[config.mk]
export PLATFORM = sky130hd
export DESIGN_NAME = color_playback_sequencer_flat
export DESIGN_NICKNAME = d
export VERILOG_FILES = /design/src/rtl/color_playback_sequencer_if.sv /design/src/rtl/color_playback_sequencer.sv /design/src/flat_wrapper.sv
export SDC_FILE = /design/constraint.sdc
export NUM_CORES = 1
export LEC_CHECK = 0
export CORE_ASPECT_RATIO = 0.75
export CORE_MARGIN = 1.5
export CORE_UTILIZATION = 38
export DETAILED_ROUTE_END_ITERATION = 10
export GPL_ROUTABILITY_DRIVEN = 0
export HOLD_SLACK_MARGIN = 0.05
export SYNTH_ARGS = -nofsm -noshare
export SYNTH_HDL_FRONTEND = slang
export SYNTH_SLANG_ARGS = --single-unit
[constraint.sdc]
create_clock -name CLK -period 10.05 [get_ports CLK]
set_clock_uncertainty 0.2 [all_clocks]
set_input_delay 2.5125 -clock CLK [delete_from_list [all_inputs] [get_ports CLK]]
set_output_delay 2.5125 -clock CLK [all_outputs]
set_load 0.02 [all_outputs]
[src/rtl/color_playback_sequencer_if.sv]
// Pattern write, playback handshake and LED/tone outputs of the Simon
// playback sequencer. master = game FSM side, slave = sequencer side.
interface color_playback_sequencer_if;
  logic       wr_en;
  logic [2:0] wr_addr;
  logic [1:0] wr_color;
  logic       start;
  logic [2:0] last_index;
  logic [2:0] level;
  logic       abort;
  logic       busy;
  logic       done;
  logic [2:0] index;
  logic [2:0] note;
  logic       LED16_R;
  logic       LED16_G;
  logic       LED16_B;

  modport master (
    output wr_en, wr_addr, wr_color,
    output start, last_index, level, abort,
    input  busy, done, index, note,
    input  LED16_R, LED16_G, LED16_B
  );

  modport slave (
    input  wr_en, wr_addr, wr_color,
    input  start, last_index, level, abort,
    output busy, done, index, note,
    output LED16_R, LED16_G, LED16_B
  );
endinterface

[src/rtl/color_playback_sequencer.sv]
// Plays pattern entries 0..last_index on the RGB LED and tone code,
// one on/off period per entry; period shrinks with level.
// Ports: CLK, RST (sync, active high), bus (slave modport): pattern
// write (wr_*), start/last_index/level/abort in; busy/done/index,
// note, LED16_R/G/B out. All outputs are registered.
module color_playback_sequencer #(
  parameter int unsigned DEPTH       = 8,
  parameter int unsigned BASE_PERIOD = 100000000,
  parameter int unsigned STEP        = 13333333,
  parameter int unsigned MIN_PERIOD  = 20000000
) (
  input logic                         CLK,
  input logic                         RST,
  color_playback_sequencer_if.slave   bus
);

  typedef enum logic [1:0] {
    S_IDLE,
    S_ON,
    S_OFF,
    S_DONE
  } state_e;

  localparam logic [2:0] NOTE_SIL = 3'd5;

  state_e      state_q, state_d;
  logic [1:0]  mem_q [DEPTH];
  logic [1:0]  mem_d [DEPTH];
  logic [31:0] timer_q, timer_d;
  logic [31:0] half_q, half_d;
  logic [31:0] off_q, off_d;
  logic [2:0]  last_q, last_d;
  logic [2:0]  idx_q, idx_d;
  logic        busy_q, busy_d;
  logic        done_q, done_d;
  logic [2:0]  note_q, note_d;
  logic [2:0]  rgb_q, rgb_d;

  logic [31:0] prod;
  logic [31:0] per;

  // {R,G,B,note} for a stored color
  function automatic logic [5:0] decode(input logic [1:0] c);
    logic [5:0] r;
    unique case (c)
      2'd0: r = {3'b100, 3'd0};
      2'd1: r = {3'b010, 3'd1};
      2'd2: r = {3'b001, 3'd2};
      2'd3: r = {3'b110, 3'd3};
    endcase
    return r;
  endfunction

  // Underflow and floor both clamp to MIN_PERIOD
  always_comb begin
    prod = 32'(bus.level) * STEP;
    if (prod > BASE_PERIOD ||
        (BASE_PERIOD - prod) < MIN_PERIOD)
      per = MIN_PERIOD;
    else
      per = BASE_PERIOD - prod;
  end

  always_comb begin
    state_d = state_q;
    mem_d   = mem_q;
    timer_d = timer_q;
    half_d  = half_q;
    off_d   = off_q;
    last_d  = last_q;
    idx_d   = idx_q;
    busy_d  = busy_q;
    done_d  = 1'b0;
    note_d  = note_q;
    rgb_d   = rgb_q;

    // Latches below read mem_q, so a same-edge write is not seen
    if (bus.wr_en)
      mem_d[bus.wr_addr] = bus.wr_color;

    unique case (state_q)
      S_IDLE: begin
        if (bus.start && !bus.abort) begin
          state_d         = S_ON;
          idx_d           = 3'd0;
          timer_d         = 32'd0;
          half_d          = per >> 1;
          off_d           = per - (per >> 1);
          last_d          = bus.last_index;
          busy_d          = 1'b1;
          {rgb_d, note_d} = decode(mem_q[0]);
        end
      end
      S_ON: begin
        if (timer_q == half_q - 32'd1) begin
          state_d = S_OFF;
          timer_d = 32'd0;
          rgb_d   = 3'b000;
          note_d  = NOTE_SIL;
        end else begin
          timer_d = timer_q + 32'd1;
        end
      end
      S_OFF: begin
        if (timer_q == off_q - 32'd1) begin
          timer_d = 32'd0;
          if (idx_q == last_q) begin
            state_d = S_DONE;
            done_d  = 1'b1;
            busy_d  = 1'b0;
          end else begin
            state_d         = S_ON;
            idx_d           = idx_q + 3'd1;
            {rgb_d, note_d} = decode(mem_q[idx_q + 3'd1]);
          end
        end else begin
          timer_d = timer_q + 32'd1;
        end
      end
      S_DONE: begin
        state_d = S_IDLE;
        idx_d   = 3'd0;
      end
    endcase

    if (bus.abort && state_q != S_IDLE) begin
      state_d = S_IDLE;
      timer_d = 32'd0;
      idx_d   = 3'd0;
      busy_d  = 1'b0;
      done_d  = 1'b0;
      rgb_d   = 3'b000;
      note_d  = NOTE_SIL;
    end
  end

  always_ff @(posedge CLK) begin
    if (RST) begin
      state_q <= S_IDLE;
      for (int i = 0; i < DEPTH; i++)
        mem_q[i] <= 2'd0;
      timer_q <= 32'd0;
      half_q  <= 32'd0;
      off_q   <= 32'd0;
      last_q  <= 3'd0;
      idx_q   <= 3'd0;
      busy_q  <= 1'b0;
      done_q  <= 1'b0;
      note_q  <= NOTE_SIL;
      rgb_q   <= 3'b000;
    end else begin
      state_q <= state_d;
      mem_q   <= mem_d;
      timer_q <= timer_d;
      half_q  <= half_d;
      off_q   <= off_d;
      last_q  <= last_d;
      idx_q   <= idx_d;
      busy_q  <= busy_d;
      done_q  <= done_d;
      note_q  <= note_d;
      rgb_q   <= rgb_d;
    end
  end

  assign bus.busy    = busy_q;
  assign bus.done    = done_q;
  assign bus.index   = idx_q;
  assign bus.note    = note_q;
  assign bus.LED16_R = rgb_q[2];
  assign bus.LED16_G = rgb_q[1];
  assign bus.LED16_B = rgb_q[0];

endmodule

[src/flat_wrapper.sv]
// flat-port wrapper written by rule: the top's interface ports become plain ports
module color_playback_sequencer_flat 
#(
  parameter int unsigned DEPTH       = 8,
  parameter int unsigned BASE_PERIOD = 100000000,
  parameter int unsigned STEP        = 13333333,
  parameter int unsigned MIN_PERIOD  = 20000000
)
  (CLK, RST, bus_wr_en, bus_wr_addr, bus_wr_color, bus_start, bus_last_index, bus_level, bus_abort, bus_busy, bus_done, bus_index, bus_note, bus_LED16_R, bus_LED16_G, bus_LED16_B);
  color_playback_sequencer_if bus_i ();
  input logic CLK;
  input logic RST;
  input wire logic [$bits(bus_i.wr_en)-1:0] bus_wr_en;
  input wire logic [$bits(bus_i.wr_addr)-1:0] bus_wr_addr;
  input wire logic [$bits(bus_i.wr_color)-1:0] bus_wr_color;
  input wire logic [$bits(bus_i.start)-1:0] bus_start;
  input wire logic [$bits(bus_i.last_index)-1:0] bus_last_index;
  input wire logic [$bits(bus_i.level)-1:0] bus_level;
  input wire logic [$bits(bus_i.abort)-1:0] bus_abort;
  output wire logic [$bits(bus_i.busy)-1:0] bus_busy;
  output wire logic [$bits(bus_i.done)-1:0] bus_done;
  output wire logic [$bits(bus_i.index)-1:0] bus_index;
  output wire logic [$bits(bus_i.note)-1:0] bus_note;
  output wire logic [$bits(bus_i.LED16_R)-1:0] bus_LED16_R;
  output wire logic [$bits(bus_i.LED16_G)-1:0] bus_LED16_G;
  output wire logic [$bits(bus_i.LED16_B)-1:0] bus_LED16_B;
  assign bus_i.wr_en = bus_wr_en;
  assign bus_i.wr_addr = bus_wr_addr;
  assign bus_i.wr_color = bus_wr_color;
  assign bus_i.start = bus_start;
  assign bus_i.last_index = bus_last_index;
  assign bus_i.level = bus_level;
  assign bus_i.abort = bus_abort;
  assign bus_busy = bus_i.busy;
  assign bus_done = bus_i.done;
  assign bus_index = bus_i.index;
  assign bus_note = bus_i.note;
  assign bus_LED16_R = bus_i.LED16_R;
  assign bus_LED16_G = bus_i.LED16_G;
  assign bus_LED16_B = bus_i.LED16_B;
  color_playback_sequencer #(.DEPTH(DEPTH), .BASE_PERIOD(BASE_PERIOD), .STEP(STEP), .MIN_PERIOD(MIN_PERIOD)) u_core (.CLK(CLK), .RST(RST), .bus(bus_i));
endmodule
Yosys cells after proc, flatten, opt, wreduce, memory -nomap -nowiden
Index checks and enable logic that the tools add are counted.

operators by class
  multipliers = 1
  reduce and logical (&&, ||, !) cells = 20
  bitwise gates (word level) = 4
  order comparisons = 5
  multiplexer cells = 37
  eq/ne operators = 17
  $add $sub $neg = 6

operators by type and width
  operator                                                                number
  32-bit 2-to-1 mux                                                       4
  32-bit case mux with 3 select lines                                     1
  32-bit == test                                                          2
  6-bit case mux with 4 select lines                                      2
  3-bit 2-to-1 mux                                                        11
  32-bit by 1-bit adder with 32-bit output, second input constant         1
  32-bit by 25-bit < comparator with 1-bit output, second input constant  1
  31-bit by 1-bit subtractor with 32-bit output, second input constant    1
  32-bit by 1-bit subtractor with 32-bit output, second input constant    1
  32-bit by 31-bit subtractor with 32-bit output                          1
  27-bit by 27-bit subtractor with 28-bit output, first input constant    1
  27-bit greater-than comparator, second input constant                   1
  3-bit by 24-bit multiplier with 27-bit output, second input constant    1
  3-bit case mux with 3 select lines                                      3
  16-bit bitwise mux                                                      1
  2-bit 2-to-1 mux                                                        7
  2-bit == test, second input constant                                    6
  4-bit greater-or-equal comparator, second input constant                2
  2-bit by 1-bit != test with 1-bit output, second input constant         4
  3-bit inverter with 4-bit output                                        2
  2-bit case mux with 4 select lines                                      1
  4-bit AND reduction                                                     2
  2-bit binary-select mux with 3-bit select                               1
  2-bit demux with 3-bit select                                           1
  19 further kinds                                                        32

storage, ports and cells
  register bits after elaboration = 127
  input bits = 16
  output and inout port bits = 11
  word-level logic and storage cells = 108

Logic depth before layout (Yosys ltp)
  depth after elaboration = 10
  gate-level depth with buffers = 34
  mapped depth without buffers = 30

Worst setup path before layout
OpenSTA, ideal clock, no wires.

  path kind = input -> register
  start point = input port bus_level[0]
  end point = register u_core.off_q[25]
  data required time = 9.734 ns
  library setup time = 0.116 ns
  stages = 31
  data arrival time = 8.907 ns
  setup slack = 0.827 ns
  path buffers = 4
  cell sequence = buf_2 inv_1 ha_1 buf_2 inv_1 ha_1 buf_2 inv_1 and3_1 a211oi_2 o21ai_0 o211a_1 or3_1 xor2_1 a41oi_2 o21a_4 buf_2 and2_1 ha_1 nor2b_1 o21ai_0 a21oi_1 o21ai_0 a21o_1 a2111oi_0 o21ai_0 a21oi_1 o41ai_1 o211ai_2 a311o_1 a41o_1

on the way
  word-level cells in the longest chain between the ends = 6
  elaborated cells between the ends (all ways) = 7
  classes of those cells = 2 x add/sub; 1 x mul; 2 x order compare; 1 x mux; 1 x reduce/logical

RTL lines
  item                                              line                                                            text
  from (decl)                                       flat_wrapper.sv:18                                              input wire logic [$bits(bus_i.level)-1:0] bus_level;
  3-bit by 24-bit multiplier with 27-bit output *   color_playback_sequencer.sv:56                                  prod = 32'(bus.level) * STEP;
  27-bit by 27-bit subtractor with 28-bit output    color_playback_sequencer.sv:58, color_playback_sequencer.sv:61
  32-bit by 25-bit < comparator with 1-bit output   color_playback_sequencer.sv:58                                  (BASE_PERIOD - prod) < MIN_PERIOD)
  1-bit logical OR                                  color_playback_sequencer.sv:57                                  if (prod > BASE_PERIOD ||
  32-bit 2-to-1 mux *                               color_playback_sequencer.sv:57
  via u_core.per[1]                                 color_playback_sequencer.sv:40                                  logic [31:0] per;
  32-bit by 31-bit subtractor with 32-bit output *  color_playback_sequencer.sv:88                                  off_d = per - (per >> 1);
  to (signal assigned)                              color_playback_sequencer.sv:144                                 off_q <= 32'd0;
  to (signal assigned)                              color_playback_sequencer.sv:156                                 off_q <= off_d;
  to (decl)                                         color_playback_sequencer.sv:31                                  logic [31:0] off_q, off_d;

The timed path passes the listed nets; every way through them passes the cells marked *.
A chain may end at the register's enable or synchronous reset.

Worst setup path after layout
  start point = input port bus_level[0]
  end point = register u_core.off_q[28]

Same word-level chain as after synthesis.

==> impl_metrics.toml <==
[outcome]
outcome = "finished clean"

[cells_and_area]
fillCellCount = 2702
area_growth_syn_to_layout_pct = 13.7
fin_util_pct = 43.7
design_area_um2 = 11800
diodes = 0
ff_latch_area_um2 = 2440
nets = 1455
multi_input_area_um2 = 7420
drive_gt1_share_pct = 10.8

[global_routing]
grt_usage_pct = 20.0
grt_max_degree = 66
grt_pass1_wl_um = 46400
grt_pass1_vias = 8809
overflow = 0
antenna_found_initial = 0

[sta]
period_minus_slack_ns = 9.58
max_clock_freq_mhz = 104
slew_violations = 0
setup_violations = 0
hold_violations = 0
relSlewSlack_pct = 29.9
worst_slew_pin_slew_ns = 1.04
post-route-period-util_pct = 95.3

[floorplanning]
core-area_um2 = 26900
dieArea_um2 = 28200
fp.dieW_um = 193
rows = 52
fp.dieH_um = 146
initial_core_util_pct = 38.5
ios = 27

[detailed_routing]
drtAntennaViolNets = 0
post-route-drc-count = 0
drtIter0Drc = 754
wl_per_cell_um = 15.9
firstDrtPassIters = 5
num_vias = 9646
drt-total-wl_um = 27700
vias_per_cell = 5.53

[hold_path]
hold_path_class = "flop to flop"

[yosys]
seq_area_frac_synth_pct = 23.6
synthesis.instances = 1352
syn-cell-area_um2 = 10300
synth_top_cell_area_share_pct = 23.6
ys_types = 86
synth-edff-count = 0
ys_seq_elements = 122
ys_async_sr_fraction_pct = 0
syn_avg_cell_area_um2 = 7.65
ys.flop_type = "dfxtp_1"
synthTopCellsByArea = "dfxtp_1 24%, ha_1 6.8%, xnor2_1 6.4%"
yosysTopAreaCell = "dfxtp_1"
synth.net_count = 1427
yosysWarnings = 0

[placed_design]
place_area_um2 = 11100
io_buffers = 26
hpwlAfterDp_um = 21400

[clock_tree]
cts.sinks = 122
worstSkewPairLatency_ns = 0.42
numCtsBuffers = 17
hold_buffers = 0
cts.clk_slew.worst_paths_ns = 0.06
cts_tree = "yes"
cts.htree.levels = 4
cts-root-buf = "clkbuf_16"
clockBufferDepth = 2

[critical_path]
worstSetupStartpointType = "primary input"
end_kind = "flop"
slowest_delay_ns = 0.65
cp_common_cell = "a21oi_1"
cp_slowest_cell = "or4b_2"
cp_max_fo = 11
required_ns = 10.12
worstSetupPathType = "primary input to flop"
worstPathArrival_ns = 9.65

[flow_run]
drv_cap = 0

[power]
ir_drop_v = 0.000144
leakagePower_nw = 4.67
power_density_nw_per_um2 = 217
[critical path: cells and delay by family]
kind            cells  cell delay [ns]
compound gates     16             3.16
fa+ha+maj           4             1.32
buf+inv             4             0.83
mux                 1             0.21
simple gates        6             1.60
[Yosys cell counts (41+ instances only)]
cell type,number
a21oi_1,94
clkbuf_1,47
dfxtp_1,122
ha_1,56
inv_1,55
nand2_1,153
nand3_1,44
nor2_1,137
nor3_1,41
o21ai_0,46
xnor2_1,75
xor2_1,71
[state kept, by name (all words and copies together), names as in the netlist]
| name | count |
|---|---|
| u_core.off_q | 31 |
| u_core.last_q | 3 |
| u_core.bus.done | 1 |
| u_core.timer_q | 32 |
| u_core.bus.busy | 1 |
| u_core.bus.note | 3 |
| u_core.half_q | 27 |
| u_core.mem_q | 16 |
| u_core.state_q | 2 |
| u_core.rgb_q | 3 |
| u_core.bus.index | 3 |
[report_power, final]
part | total, mW | leakage [nW] | internal (mW) | switching (mW)
Clock | 0.574 | 0.258 | 0.348 | 0.226
Sequential | 0.615 | 0.991 | 0.541 | 0.0738
Combinational | 1.36 | 3.42 | 0.563 | 0.797
[per-layer routing]
| layer | wire (µm) | global-route usage [%] | vias up |
|---|---|---|---|
| li1 | - | - | 4858 |
| met1 | 14700 | 31.1 | 4510 |
| met2 | 11100 | 28.4 | 265 |
| met3 | 1680 | 3.87 | 13 |
| met4 | 201 | 3.70 | 0 |
| met5 | 0 | 0 | - |
[through the flow]
step / setup WS, ns / instances / power (mW) / TNS (ns) / hold WS (ns)
global placement: 0.0964 / 1710 / 1.93 / 0 / 0.254
detailed placement: -0.0444 / 1710 / 1.94 / -0.0972 / 0.258
CTS: 0.347 / 1742 / 2.53 / 0 / 0.266
global route: -0.00192 / 1744 / 2.75 / -0.00192 / 0.308
floorplan: 0.827 / 1352 / 1.62 / 0 / 0.245
finish: 0.472 / 1744 / 2.55 / 0 / 0.267
[final timing paths]
| check | cells after the start | endpoint | slack [ns] | start |
|---|---|---|---|---|
| hold reg to reg | 2 | u_core.last_q[0] | 0.27 | u_core.last_q[0] |
| setup / recovery | 31 | u_core.off_q[28] | 0.47 | bus_level[0] |
| hold / removal | 2 | u_core.last_q[0] | 0.27 | u_core.last_q[0] |
| setup reg to reg | 13 | u_core.rgb_q[0] | 5.40 | u_core.half_q[3] |
[cells in the final DEF (no fill, tap or decap), drive strengths merged, types with 28 or more instances in the layout]
master and count:
xor2 71, nand3 45, nand2 153, inv 56, ha 56, xnor2 76
mux2i 32, o21ai 50, a21oi 97, buf 60, nor3 45, dfxtp 122
nor2 137, nand4 28
[cell families (layout without fill, tap and decap cells)]
logic type	after synthesis	count (layout)	share of synthesized area (%)
compound gates	293	293	19.5
buf+inv	131	172	5.17
flops	122	122	23.6
fa+ha+maj	59	59	7.36
xor+xnor	147	147	12.5
mux	41	41	4.52
simple gates	559	559	27.3
[area by class of cell]
| type | instances | area share [%] |
|---|---|---|
| repair buffers | 85 | 5.96 |
| clock inverters | 9 | 0.788 |
| multi-input cells | 1099 | 63.1 |
| inverters | 55 | 1.76 |
| clock buffers | 23 | 3.90 |
| well taps | 351 | 3.74 |
| flip-flops and latches | 122 | 20.8 |
[repair_timing]
item	4_1_cts	5_1_grt
endpoints found under the setup margin	0	11
setup buffers	0	2
gates resized for setup	0	13
No activity file was read; power rests on OpenSTA's default activity.
